$ cat src/rtl/uart_cmd_ctrl_pkg.sv
// Shared definitions for the UART command frame controller: state encodings,
// default header byte, frame length and the frame checksum helper.
package uart_cmd_ctrl_pkg;

  localparam logic [2:0] S_IDLE = 3'd0;
  localparam logic [2:0] S_ADDR = 3'd1;
  localparam logic [2:0] S_DHI  = 3'd2;
  localparam logic [2:0] S_DLO  = 3'd3;
  localparam logic [2:0] S_CSUM = 3'd4;

  localparam logic [7:0] HDR_BYTE_DEF = 8'hAA;
  localparam int         FRAME_LEN    = 5;

  // The CSUM byte is the XOR of the three payload bytes.
  function automatic logic [7:0] frame_csum(input logic [7:0] addr,
                                            input logic [7:0] dhi,
                                            input logic [7:0] dlo);
    return addr ^ dhi ^ dlo;
  endfunction

endpackage

$ cat src/rtl/uart_cmd_ctrl_tmo.sv
// Inter-byte timeout counter. Counts ena ticks while run is high and clr is low;
// expire is a combinational, ena-qualified pulse on the last allowed tick.
module uart_cmd_tmo #(
  parameter int TMO_TICKS = 320,
  parameter int TMO_W     = 16
) (
  input  logic clk,
  input  logic rst,
  input  logic ena,
  input  logic clr,
  input  logic run,
  output logic expire
);

  localparam logic [TMO_W-1:0] LAST = TMO_W'(TMO_TICKS - 1);

  logic [TMO_W-1:0] cnt_q, cnt_d;

  assign expire = run & ena & (cnt_q == LAST);

  always_comb begin
    cnt_d = cnt_q;
    if (clr || !run) begin
      cnt_d = '0;
    end else if (ena) begin
      cnt_d = expire ? '0 : cnt_q + TMO_W'(1);
    end
  end

  always_ff @(posedge clk) begin
    if (rst) cnt_q <= '0;
    else     cnt_q <= cnt_d;
  end

endmodule

$ cat src/rtl/uart_cmd_ctrl.sv
// UART command frame controller: assembles HDR/ADDR/DHI/DLO/CSUM frames into
// register write strobes. Optional aborted-frame counter under UART_CMD_ERRCNT_EN.
module uart_cmd_ctrl
  import uart_cmd_ctrl_pkg::*;
#(
  parameter logic [7:0] HDR_BYTE  = HDR_BYTE_DEF,
  parameter int         TMO_TICKS = 320,
  parameter int         TMO_W     = 16
) (
  input  logic        clk,
  input  logic        rst,
  input  logic        ena,
  input  logic        rx_val,
  input  logic [7:0]  rx_data,
  input  logic        rx_no_stop,
  output logic        wr_en,
  output logic [7:0]  wr_addr,
  output logic [15:0] wr_data,
  output logic        busy,
  output logic        frm_err
`ifdef UART_CMD_ERRCNT_EN
  ,
  output logic [7:0]  err_cnt
`endif
);

  logic [2:0]  state_q, state_d;
  logic [7:0]  addr_q, addr_d;
  logic [7:0]  dhi_q, dhi_d;
  logic [7:0]  dlo_q, dlo_d;
  logic        wr_en_q, wr_en_d;
  logic [7:0]  wr_addr_q, wr_addr_d;
  logic [15:0] wr_data_q, wr_data_d;
  logic        frm_err_q, frm_err_d;
  logic        no_stop_q;
  logic        err_ev;
  logic        expire;

  // A held stop-bit error level counts as one event.
  assign err_ev = rx_no_stop & ~no_stop_q;

  uart_cmd_tmo #(
    .TMO_TICKS (TMO_TICKS),
    .TMO_W     (TMO_W)
  ) u_tmo (
    .clk    (clk),
    .rst    (rst),
    .ena    (ena),
    .clr    (rx_val),
    .run    (state_q != S_IDLE),
    .expire (expire)
  );

  // Priority inside a frame: err_ev, then rx_val, then timeout.
  always_comb begin
    state_d   = state_q;
    addr_d    = addr_q;
    dhi_d     = dhi_q;
    dlo_d     = dlo_q;
    wr_en_d   = 1'b0;
    wr_addr_d = wr_addr_q;
    wr_data_d = wr_data_q;
    frm_err_d = 1'b0;
    if (state_q == S_IDLE) begin
      if (rx_val && rx_data == HDR_BYTE) state_d = S_ADDR;
    end else if (err_ev) begin
      frm_err_d = 1'b1;
      state_d   = S_IDLE;
    end else if (rx_val) begin
      case (state_q)
        S_ADDR: begin addr_d = rx_data; state_d = S_DHI;  end
        S_DHI:  begin dhi_d  = rx_data; state_d = S_DLO;  end
        S_DLO:  begin dlo_d  = rx_data; state_d = S_CSUM; end
        default: begin
          if (rx_data == frame_csum(addr_q, dhi_q, dlo_q)) begin
            wr_en_d   = 1'b1;
            wr_addr_d = addr_q;
            wr_data_d = {dhi_q, dlo_q};
          end else begin
            frm_err_d = 1'b1;
          end
          state_d = S_IDLE;
        end
      endcase
    end else if (expire) begin
      frm_err_d = 1'b1;
      state_d   = S_IDLE;
    end
  end

  always_ff @(posedge clk) begin
    if (rst) begin
      state_q   <= S_IDLE;
      addr_q    <= '0;
      dhi_q     <= '0;
      dlo_q     <= '0;
      wr_en_q   <= 1'b0;
      wr_addr_q <= '0;
      wr_data_q <= '0;
      frm_err_q <= 1'b0;
      no_stop_q <= 1'b0;
    end else begin
      state_q   <= state_d;
      addr_q    <= addr_d;
      dhi_q     <= dhi_d;
      dlo_q     <= dlo_d;
      wr_en_q   <= wr_en_d;
      wr_addr_q <= wr_addr_d;
      wr_data_q <= wr_data_d;
      frm_err_q <= frm_err_d;
      no_stop_q <= rx_no_stop;
    end
  end

  assign wr_en   = wr_en_q;
  assign wr_addr = wr_addr_q;
  assign wr_data = wr_data_q;
  assign frm_err = frm_err_q;
  assign busy    = (state_q != S_IDLE);

`ifdef UART_CMD_ERRCNT_EN
  logic [7:0] err_cnt_q;

  // Advances together with the frm_err pulse it counts; sticks at 8'hFF.
  always_ff @(posedge clk) begin
    if (rst) begin
      err_cnt_q <= '0;
    end else if (frm_err_d && err_cnt_q != 8'hFF) begin
      err_cnt_q <= err_cnt_q + 8'd1;
    end
  end

  assign err_cnt = err_cnt_q;
`endif

endmodule

$ cat config.mk
export PLATFORM = sky130hd
export DESIGN_NAME = uart_cmd_ctrl
export DESIGN_NICKNAME = d
export VERILOG_FILES = /design/src/rtl/uart_cmd_ctrl_pkg.sv /design/src/rtl/uart_cmd_ctrl_tmo.sv /design/src/rtl/uart_cmd_ctrl.sv
export SDC_FILE = /design/constraint.sdc
export NUM_CORES = 1
export LEC_CHECK = 0
export CAP_MARGIN = 30
export CORE_ASPECT_RATIO = 1.75
export CORE_MARGIN = 2
export CORE_UTILIZATION = 35
export CTS_BUF_LIST = sky130_fd_sc_hd__clkbuf_4
export DETAILED_ROUTE_END_ITERATION = 16
export PLACE_DENSITY = 0.63
export SLEW_MARGIN = 25
export SYNTH_ARGS = -nofsm -noshare
export SYNTH_HDL_FRONTEND = slang
export SYNTH_SLANG_ARGS = --single-unit
export TNS_END_PERCENT = 100
$ cat constraint.sdc
create_clock -name clk -period 5.09 [get_ports clk]
set_input_delay 1.018 -clock clk [delete_from_list [all_inputs] [get_ports clk]]
set_output_delay 1.018 -clock clk [all_outputs]
set_load 0.02 [all_outputs]
# --- Yosys cells after proc, flatten, opt, wreduce, memory -nomap -nowiden ---
# Index checks and enable logic that the tools add are counted.
word_totals:
  ff_bits: 70
  inputBits: 13
  wordCells: 56
classes:
  n_reduce_logical: 15
  n_bitwise: 10
  n_mux: 13
  n_addsub: 1
  n_eq_ne: 7
op_table:
  columns: ["op", "n"]
  rows:
  - ["16-bit by 1-bit adder with 16-bit output (second input constant)", 1]
  - ["16-bit by 9-bit == test with 1-bit output (second input constant)", 1]
  - ["16-bit 2-to-1 mux", 1]
  - ["8-bit XOR", 2]
  - ["3-bit 2-to-1 mux", 5]
  - ["4-bit AND reduction", 3]
  - ["3-bit case mux with 3 select lines", 1]
  - ["8-bit == test", 1]
  - ["8-bit == test (second input constant)", 1]
  - ["7-bit OR reduction", 1]
  - ["3-bit by 2-bit == test with 1-bit output (second input constant)", 2]
  - ["1-bit 2-to-1 mux", 6]
  - ["1-bit inverter", 5]
  - ["5-bit AND reduction", 1]
  - ["4-bit nonzero test", 1]
  - ["2-bit OR reduction", 2]
  - ["1-bit AND", 3]
  - ["3-bit by 1-bit == test with 1-bit output (second input constant)", 1]
  - ["3-bit zero test", 1]
  - ["3-bit nonzero test", 1]
  - ["3-bit OR reduction", 1]
  - ["2-bit by 1-bit != test with 1-bit output (second input constant)", 1]
  - ["2-bit AND reduction", 1]
  - ["1-bit logical AND", 1]
  - ["other kinds (2)", 2]

# --- Longest topological paths before layout ---
# Gate-level depths: netlist (run 1).
logic_depth:
  word_depth: 7
  depth_mapped: 8

# --- Hierarchy ---
# From an unflattened synthesis (run 1), not the netlist that was laid out.
hier_totals:
  cells_unflattened: 348
  area_unflattened_um2: 3169.3
by_module_without_submodules:
  columns: ["mod", "cells_per_inst", "n_inst", "area_each_um2"]
  rows:
  - ["uart_cmd_ctrl", 260, 1, 2389.8]
  - ["uart_cmd_tmo", 88, 1, 779.5]

# --- Worst setup path before layout (run 1) ---
# Ideal clock, no wire load.
synth_timing:
  path_type: "input port to flip-flop"
  from: "in rx_data[5]"
  to: "reg wr_addr_q[0], in the netlist wr_addr[0]"
  cell_stages: 6
  arrival_time_ps: 2262
  required_time_ps: 5018
  setup_ps: 72
  setup_slack_ps: 2756
  path_buffers: 1
  cell_sequence: "xnor2_1 > xnor2_2 > nand4_2 > nor3_4 > buf_8 > mux2i_1"
synth_via:
  elab_chain_len: 2
synth_lines:
  columns: ["element", "line_no", "rtl"]
  rows:
  - ["from (decl)", "uart_cmd_ctrl.sv:14", "input logic [7:0] rx_data,"]
  - ["8-bit == test", "uart_cmd_ctrl.sv:75", "if (rx_data == frame_csum(addr_q, dhi_q, dlo_q)) begin"]
  - ["5-bit AND reduction (no line)", null, null]
  - ["to (signal assigned)", "uart_cmd_ctrl.sv:108", "wr_addr_q <= wr_addr_d;"]
  - ["to (decl)", "uart_cmd_ctrl.sv:32", "logic [7:0] wr_addr_q, wr_addr_d;"]
# No other way between the ends.
# A chain may end at the register's enable or synchronous reset.

# --- Worst setup path in the final report (run 1) ---
layout_timing:
  from: "reg state_q[1]"
  to: "out busy"
layout_via:
  elab_chain_len: 1
layout_lines:
  columns: ["element", "line_no", "rtl"]
  rows:
  - ["from (decl)", "uart_cmd_ctrl.sv:27", "logic [2:0] state_q, state_d;"]
  - ["from (signal assigned)", "uart_cmd_ctrl.sv:103", "state_q <= state_d;"]
  - ["3-bit nonzero test", "uart_cmd_ctrl.sv:119", "assign busy = (state_q != S_IDLE);"]
  - ["to (decl)", "uart_cmd_ctrl.sv:19", "output logic busy,"]
# No other way between the ends.

==> summary.txt, run 1 <==
Status: finished, final reports clean
Initial antenna violation count: 0
Antenna Nets Post-Route: 0
Synth Net Count: 343
Cell row count: 46
Final period utilization: 55.5%
Reg2reg end: u_tmo.cnt_q[15]$_SDFFE_PP0P_
Pleak: 1.31 nW
Fmax: 354 MHz
Most numerous cell in the Yosys netlist: dfxtp_1
Clock Latency Late Sink: 410 ps
Postcts setup bufs: 0
Layout area overhead: 17.3%
Vias in the first global route: 2145
# clock sinks: 70
Tmin final: 2820 ps
Core area: 8980 sq um
Syn_area_per_cell: 9.71 sq um
TritonCTS clock tree: built
Final std cells w/o fill: 487
Max Fanout on Critical Path: 6
Fin Setup TNS: 0 ps
Worst Skew: 19.3 ps
Post-synthesis sequential area ratio: 43.9%
Number of synthesized flops with an enable pin: 0
WP data required: 4070 ps
Synth cell types: 38
Die height: 130 um
Post-CTS Hold Buffers: 0
RSZ-0062 raised after global routing: no
Final Slew Violations: 0
Final Setup Violations: 0
Post-cts resize count: 0
Htree depth: 3
# Max-Cap Violations: 0
Clk buf depth: 2
Most frequent cells after synthesis: 70 x dfxtp_1, 50 x nand2b_1, 49 x mux2i_1
Path type of the worst min-delay path: reg2reg
Root buffer cell: clkbuf_4
Slew HR: 50.2%
Total GRT Usage: 12.8%
Multi-input logic area: 1670 sq um
RD Place Congestion: 0.785
Worst R2R Start: u_tmo.cnt_q[0]$_SDFFE_PP0P_
Power per cell area: 256 nW/um^2
Total die area: 9940 sq um
Max VDD drop: 0.107 mV
Storage element area: 1400 sq um
Gr ovfl total: 0
Critical path launch point type: flip-flop
Ys flop type: dfxtp_1
Leading area contributor after synthesis: dfxtp_1
CTS Buf Count: 9
Setup CP Type: reg2out
R2R cell count: 6
Starting density of the core: 35.6%
Synth top area share: 43.9%
Layout filler cell count: 912
Cells after synthesis: 329
Routed WL: 6140 um
First-pass GRT wire length: 9980 um
Synthesized cell area: 3190 sq um
Measured slew at the worst slew-check pin: 745 ps
Ys Warns: 0
Via count: 2263
Worst R2R Setup Slack: 3090 ps
Cells after DPL: 472
DR pass1 iterations: 4
PortBufs: 39
Core Util, Final: 41.7%
Nets: 377
N_diodes: 0
Die X: 76.2 um
Layout cells sized above 1: 6.27%
Worst Hold Depth: 2
Hold Vio Cnt, Final: 0
Remaining DRCs: 0
Asr flop ratio synth: 0%
Post-detail-place hpwl: 4430 um
DR WL/cell: 12.6 um
Vias per Instance: 4.65
Total chip power: 961 uW
CP arrival: 1810 ps
IO Pins: 40
Clk slew on worst S/H paths: 100 ps
Initial drt markers: 101
Worst Setup End Kind: primary output
Hold path startpoint: wr_data[3]$_SDFFE_PP0P_
Hold Path Sink: wr_data[3]$_SDFFE_PP0P_
Largest net degree at the start of global routing: 43
Area contributors post-synth: dfxtp_1 44%, mux2i_1 15%, nand2b_1 9.8%, xnor2_1 7.7%, nor2_1 5.3%
FF+latch count, synth: 70
-- per-layer routing --
metal  GRT usage (%)  vias to the layer above  wire, um
met5               0                        -         0
met4            6.20                        0        87
met3            3.71                        6       197
met2            22.8                       33      3230
met1            13.9                     1067      2630
li1                -                     1157         -
-- where the power goes --
group	internal (mW)	total [mW]	switching (mW)
clock network	0.111	0.291	0.180
registers	0.556	0.565	0.00841
logic	0.0488	0.105	0.0564
total	0.716	0.961	0.245
-- cells by family (layout without fill, tap and decap cells) --
group	count (synthesis)	after routing	share of synthesized area, %
DFF	70	70	43.9
AOI/OAI and AO/OA	8	8	1.84
buffers and inverters	23	61	3.72
adders and majority gates	1	1	0.392
and+or+nand+nor	139	139	23.9
xor gates and xnor gates	39	39	10.9
muxes	49	49	15.4
-- registers in the layout, indices dropped and copies added, names as in the netlist --
signal / flops
u_tmo.cnt_q: 16
addr_q: 8
dlo_q: 8
wr_addr: 8
dhi_q: 8
wr_data: 16
wr_en: 1
no_stop_q: 1
state_q: 3
frm_err: 1
-- critical path: stages (launching register included) --
cell             delay [ps]
dfxtp_1                 370
nor3_1                  320
inv_1                   130
clkdlybuf4s50_1         580
-- layout by cell type (no fill, tap or decap), types with 4 or more instances in the layout --
cell             count
xnor2_1             28
inv_1                5
clkdlybuf4s50_1     38
dfxtp_1             70
nand2b_1            50
xor2_1              10
clkbuf_4            12
nor3_1               4
nand2_1              9
nand3_1              8
mux2i_1             49
nand4_1              4
nor2_1              45
-- worst max path at each step --
stage	startpoint	to	slack [ps]	depth (start not counted)
after detailed placement	rx_data[4]	wr_addr[2]$_SDFFE_PP0P_	1970	7
final	state_q[1]$_SDFFE_PP0P_	busy	2270	3
after CTS	state_q[1]$_SDFFE_PP0P_	busy	2230	3
after floorplan	rx_data[5]	wr_addr[0]$_SDFFE_PP0P_	2760	6
after global routing	state_q[1]$_SDFFE_PP0P_	busy	2170	3
after global placement	rx_data[1]	wr_data[4]$_SDFFE_PP0P_	2020	7
-- cell type report --
class / count / share of cell area, %
repair buffers: 41 / 10.7
clock buffers: 12 / 2.40
flip-flops and latches: 70 / 37.4
multi-input cells: 236 / 44.7
well taps: 120 / 4.01
inverters: 5 / 0.501
clock inverters: 3 / 0.334
-- per-stage QoR --
stage	instance area (sq um)	worst slack [ps]	hold slack [ps]
finish	3750	2270	476
global route	3750	2170	497
CTS	3750	2230	480
detailed placement	3640	1970	461
global placement	3640	2020	456
floorplan	3190	2760	471
Note: power is estimated with default switching activity, not from simulation.
==> run 2, diff against run 1 <==
--- a/config.mk
+++ b/config.mk
@@ -11,7 +11,7 @@
 export CORE_UTILIZATION = 35
 export CTS_BUF_LIST = sky130_fd_sc_hd__clkbuf_4
 export DETAILED_ROUTE_END_ITERATION = 16
-export PLACE_DENSITY = 0.63
+export PLACE_DENSITY = 0.65
 export SLEW_MARGIN = 25
 export SYNTH_ARGS = -nofsm -noshare
 export SYNTH_HDL_FRONTEND = slang
==> constraint.sdc (replaced) <==
create_clock -name clk -period 2.35 [get_ports clk]
set_input_delay 0.47 -clock clk [delete_from_list [all_inputs] [get_ports clk]]
set_output_delay 0.47 -clock clk [all_outputs]
set_load 0.02 [all_outputs]
==> summary.txt, run 2 (same netlist as run 1, synthesis figures left out) <==
Hold path startpoint: rst (was wr_data[3]$_SDFFE_PP0P_)
Nets: 398 (was 377)
Fin Setup TNS: 0 ps (unchanged)
Via count: 2337 (was 2263)
Final Slew Violations: 0 (unchanged)
Routed WL: 6320 um (was 6140 um)
Post-CTS Hold Buffers: 0 (unchanged)
Critical Path Slowest Stage Cell: clkdlybuf4s50_1 (unchanged)
Pleak: 1.47 nW (was 1.31 nW)
R2R cell count: 4 (was 6)
Critical path launch point type: flip-flop (unchanged)
Starting density of the core: 35.6% (unchanged)
Die height: 130 um (unchanged)
Setup CP Type: reg2out (unchanged)
Gr ovfl total: 0 (unchanged)
Total die area: 9940 sq um (unchanged)
Worst Skew: 26.3 ps (was 19.3 ps)
Reg2reg end: state_q[0]$_SDFFE_PP0P_ (was u_tmo.cnt_q[15]$_SDFFE_PP0P_)
Remaining DRCs: 0 (unchanged)
Clock Latency Late Sink: 430 ps (was 410 ps)
DR pass1 iterations: 4 (unchanged)
Finished layout cell area: 4060 sq um (was 3750 sq um)
Core area: 8980 sq um (unchanged)
Most frequent cells in the layout: 70 x dfxtp_1, 50 x nand2b_1, 49 x mux2i_1 (unchanged)
IO Pins: 40 (unchanged)
Slew HR: 73.6% (was 50.2%)
# clock sinks: 70 (unchanged)
RD Place Congestion: 0.824 (was 0.785)
Status: finished, final reports clean (unchanged)
CP arrival: 1740 ps (was 1810 ps)
Htree depth: 3 (unchanged)
Layout area overhead: 27.0% (was 17.3%)
Worst R2R Start: u_tmo.cnt_q[13]$_SDFFE_PP0P_ (was u_tmo.cnt_q[0]$_SDFFE_PP0P_)
Max VDD drop: 0.327 mV (was 0.107 mV)
Initial antenna violation count: 1 (was 0)
Measured slew at the worst slew-check pin: 395 ps (was 745 ps)
Layout cells sized above 1: 12.3% (was 6.27%)
Power per cell area: 637 nW/um^2 (was 256 nW/um^2)
Tmin final: 2210 ps
First-pass GRT wire length: 10600 um (was 9980 um)
PortBufs: 39 (unchanged)
Final Setup Violations: 0 (unchanged)
Hold Vio Cnt, Final: 0 (unchanged)
Clk slew on worst S/H paths: 120 ps (was 100 ps)
WP data required: 1880 ps (was 4070 ps)
Root buffer cell: clkbuf_4 (unchanged)
Area post-placement: 3840 sq um (was 3640 sq um)
Cell row count: 46 (unchanged)
Antenna Nets Post-Route: 0 (unchanged)
Final period utilization: 94.1%
Largest net degree at the start of global routing: 41 (was 43)
Worst-path cell chain: nor3_2 > inv_1 > clkdlybuf4s50_1 (was nor3_1 > inv_1 > clkdlybuf4s50_1)
Fmax: 452 MHz
Core Util, Final: 45.2% (was 41.7%)
DR WL/cell: 12.4 um (was 12.6 um)
Post-detail-place hpwl: 4550 um (was 4430 um)
Max Fanout on Critical Path: 6 (unchanged)
Vias in the first global route: 2288 (was 2145)
RSZ-0062 raised after global routing: no (unchanged)
Worst Setup End Kind: primary output (unchanged)
Worst Setup EP: busy (unchanged)
Vias per Instance: 4.58 (was 4.65)
Start point of the critical path: state_q[1]$_SDFFE_PP0P_ (unchanged)
# Max-Cap Violations: 0 (unchanged)
CTS Buf Count: 9 (unchanged)
Total GRT Usage: 13.5% (was 12.8%)
Commonest non-fill, non-tap cell in the layout: dfxtp_1 (unchanged)
Die X: 76.2 um (unchanged)
Clk buf depth: 2 (unchanged)
Critical Path Max Stage Delay: 550 ps (was 580 ps)
Initial drt markers: 131 (was 101)
Path type of the worst min-delay path: in2reg (was reg2reg)
Worst R2R Setup Slack: 620 ps (was 3090 ps)
TritonCTS clock tree: built (unchanged)
## run 2: what timing repair did
action,4_1_cts,5_1_grt
gates resized for setup,0,1
setup buffers,0,0
setup endpoints to repair,0,1
## run 2: through the flow
stage	power [mW]	hold slack [ps]	setup WS, ps	std cells
6_report	2.58	446	138	510
3_3_place_gp	1.51	460	71.7	493
3_5_place_dp	1.52	459	38.9	493
5_1_grt	2.70	453	13.7	510
4_1_cts	2.62	427	2.26	509
2_1_floorplan	1.41	471	564	329
## run 2: layout make-up
| cell class | instances | area, sq um |
|---|---|---|
| inverters | 5 | 18.8 |
| multi-input cells | 236 | 1680 |
| fillers | 898 | 4920 |
| well taps | 120 | 150 |
| flip-flops and latches | 70 | 1400 |
| diodes | 1 | 2.50 |
| clock inverters | 6 | 134 |
| repair buffers | 62 | 596 |
| clock buffers | 10 | 75.1 |
## run 2: critical path: cells and delay by family, from the launching register on
family,cells,cell delay [ps]
buffers and inverters,2,680
flip-flops,1,390
AND/OR/NAND/NOR,1,260
## run 2: how the worst min path moves through the flow
| stage | end | depth (start not counted) |
|---|---|---|
| detailed placement | wr_addr[5]$_SDFFE_PP0P_ | 2 |
| global route | dhi_q[0]$_SDFFE_PP0P_ | 2 |
| finish | dhi_q[7]$_SDFFE_PP0P_ | 2 |
| floorplan | state_q[0]$_SDFFE_PP0P_ | 2 |
| global placement | wr_addr[4]$_SDFFE_PP0P_ | 2 |
| CTS | dhi_q[7]$_SDFFE_PP0P_ | 2 |
## run 2: where the power goes
| part | internal (mW) | switching, mW |
|---|---|---|
| clock | 0.658 | 0.434 |
| sequential | 1.21 | 0.0210 |
| combinational | 0.135 | 0.131 |
## run 2: routing by layer
metal | GRT usage, % | routed length, um
met2 | 23.6 | 3210
met3 | 4.12 | 262
met1 | 14.9 | 2730
met5 | 0 | 0
met4 | 6.52 | 116
==> run 3, diff against run 2 <==
--- a/config.mk
+++ b/config.mk
@@ -8,10 +8,10 @@
 export CAP_MARGIN = 30
 export CORE_ASPECT_RATIO = 1.75
 export CORE_MARGIN = 2
-export CORE_UTILIZATION = 35
+export CORE_UTILIZATION = 52
 export CTS_BUF_LIST = sky130_fd_sc_hd__clkbuf_4
 export DETAILED_ROUTE_END_ITERATION = 16
-export PLACE_DENSITY = 0.65
+export PLACE_DENSITY = 0.86
 export SLEW_MARGIN = 25
 export SYNTH_ARGS = -nofsm -noshare
 export SYNTH_HDL_FRONTEND = slang
==> summary.txt, run 3 (same netlist as run 1, synthesis figures left out) <==
Final std cells w/o fill: 460 (was 510)
Net Switching: 527 uW (was 586 uW)
PortBufs: 39 (unchanged)
Vias in the first global route: 2288 (unchanged)
Cells after DPL: 445 (was 493)
Sequential power share: 58.9% (was 47.4%)
Remaining DRCs: 0 (unchanged)
TritonCTS clock tree: built (unchanged)
DR WL/cell: 13.1 um (was 12.4 um)
First-pass GRT wire length: 10300 um (was 10600 um)
Routed WL: 6020 um (was 6320 um)
Post-detail-place hpwl: 4460 um (was 4550 um)
Hold Vio Cnt, Final: 0 (unchanged)
# clock sinks: 70 (unchanged)
# Max-Cap Violations: 0 (unchanged)
DR pass1 iterations: 4 (unchanged)
Setup ws final: 176 ps (was 138 ps)
Die height: 108 um (was 130 um)
Clock Latency Late Sink: 410 ps (was 430 ps)
Largest net degree at the start of global routing: 58 (was 41)
Core area: 5930 sq um (was 8980 sq um)
Root buffer cell: clkbuf_4 (unchanged)
Antenna Nets Post-Route: 0 (unchanged)
Clk pwr share: 29.1% (was 42.3%)
Measured slew at the worst slew-check pin: 377 ps (was 395 ps)
Die X: 63.2 um (was 76.2 um)
RSZ-0062 raised after global routing: no (unchanged)
Hold slack: 443 ps (was 446 ps)
Postcts setup bufs: 0 (unchanged)
Final period utilization: 92.5% (was 94.1%)
Pleak: 1.39 nW (was 1.47 nW)
Worst Skew: 10.2 ps (was 26.3 ps)
Starting density of the core: 53.9% (was 35.6%)
Power per cell area: 542 nW/um^2 (was 637 nW/um^2)
Initial drt markers: 99 (was 131)
Core Util, Final: 64.7% (was 45.2%)
Max VDD drop: 0.325 mV (was 0.327 mV)
Initial antenna violation count: 1 (unchanged)
Switching Fraction: 25.3% (was 22.7%)
Commonest non-fill, non-tap cell in the layout: dfxtp_1 (unchanged)
Cell row count: 37 (was 46)
Area post-placement: 3730 sq um (was 3840 sq um)
Clk slew on worst S/H paths: 100 ps (was 120 ps)
Layout cells sized above 1: 10.2% (was 12.3%)
Vias per Instance: 4.99 (was 4.58)
Combinational power share: 12.0% (was 10.3%)
Final Slew Violations: 0 (unchanged)
Fmax: 460 MHz (was 452 MHz)
Total GRT Usage: 19.5% (was 13.5%)
Layout area overhead: 20.0% (was 27.0%)
Critical path launch point type: flip-flop (unchanged)
Fin Setup TNS: 0 ps (unchanged)
Total chip power: 2.08 mW (was 2.58 mW)
Max Fanout on Critical Path: 6 (unchanged)
Gr ovfl total: 0 (unchanged)
CTS Buf Count: 9 (unchanged)
Htree depth: 3 (unchanged)
Final Setup Violations: 0 (unchanged)
IO Pins: 40 (unchanged)
Worst Setup End Kind: primary output (unchanged)
Setup CP Type: reg2out (unchanged)
RD Place Congestion: 0.898 (was 0.824)
Total die area: 6810 sq um (was 9940 sq um)
WP data required: 1880 ps (about the same)
Finished layout cell area: 3830 sq um (was 4060 sq um)
Cell Int Power: 1.55 mW (was 2.00 mW)
Path type of the worst min-delay path: in2reg (unchanged)
Most frequent cells in the layout: 70 x dfxtp_1, 50 x nand2b_1, 49 x mux2i_1 (unchanged)
Tmin final: 2170 ps (was 2210 ps)
Status: finished, final reports clean (unchanged)
CP arrival: 1700 ps (was 1740 ps)
Pre-CTS setup slack: 29.3 ps (was 38.9 ps)
Slew HR: 74.9% (was 73.6%)
Clk buf depth: 2 (unchanged)
Nets: 392 (was 398)
Via count: 2297 (was 2337)
==> run 3: area by class of cell <==
cell class              count  area, sq um
diodes                      1         2.50
clock buffers              11         82.6
clock inverters             3         13.8
fillers                   517         2090
inverters                   5         18.8
multi-input cells         236         1680
flip-flops and latches     70         1400
well taps                  78         97.6
repair buffers             56          538
==> run 3: per-layer routing <==
layer | part of all wire, % | global-route usage, % | wire, um | up-vias
met2 | 52 | 34.3 | 3120 | 37
met1 | 42 | 20.9 | 2540 | 1058
li1 | - | - | - | 1188
met4 | 2.9 | 14.8 | 173 | 0
met3 | 3.0 | 2.72 | 182 | 14
met5 | 0 | 0 | 0 | -
==> run 3: critical path: stages, from the launching register on <==
cell and delay, ps:
dfxtp_1 380, nor3_2 240, inv_1 120, clkdlybuf4s50_1 550
==> run 3: worst paths after layout <==
| check | depth (start not counted) | start | slack [ps] | to |
|---|---|---|---|---|
| worst max-delay path | 3 | state_q[1]$_SDFFE_PP0P_ | 180 | busy |
| worst min-delay path | 2 | rst | 440 | dlo_q[6]$_SDFFE_PP0P_ |
| worst max register to register | 5 | u_tmo.cnt_q[13]$_SDFFE_PP0P_ | 600 | u_tmo.cnt_q[2]$_SDFFE_PP0P_ |
| worst min register to register | 2 | wr_data[5]$_SDFFE_PP0P_ | 480 | wr_data[5]$_SDFFE_PP0P_ |
==> run 3: power by group through the flow <==
stage	clock (mW)	combinational (mW)	sequential (mW)
after floorplan	0	0.159	1.25
after global placement	0	0.244	1.25
after detailed placement	0	0.249	1.25
after CTS	0.621	0.249	1.22
after global routing	0.669	0.273	1.23
final	0.605	0.250	1.22
==> run 3: what timing repair did <==
item,4_1_cts,5_1_grt
setup endpoints to repair,0,1
gates resized for setup,0,1
hold buffers,0,0
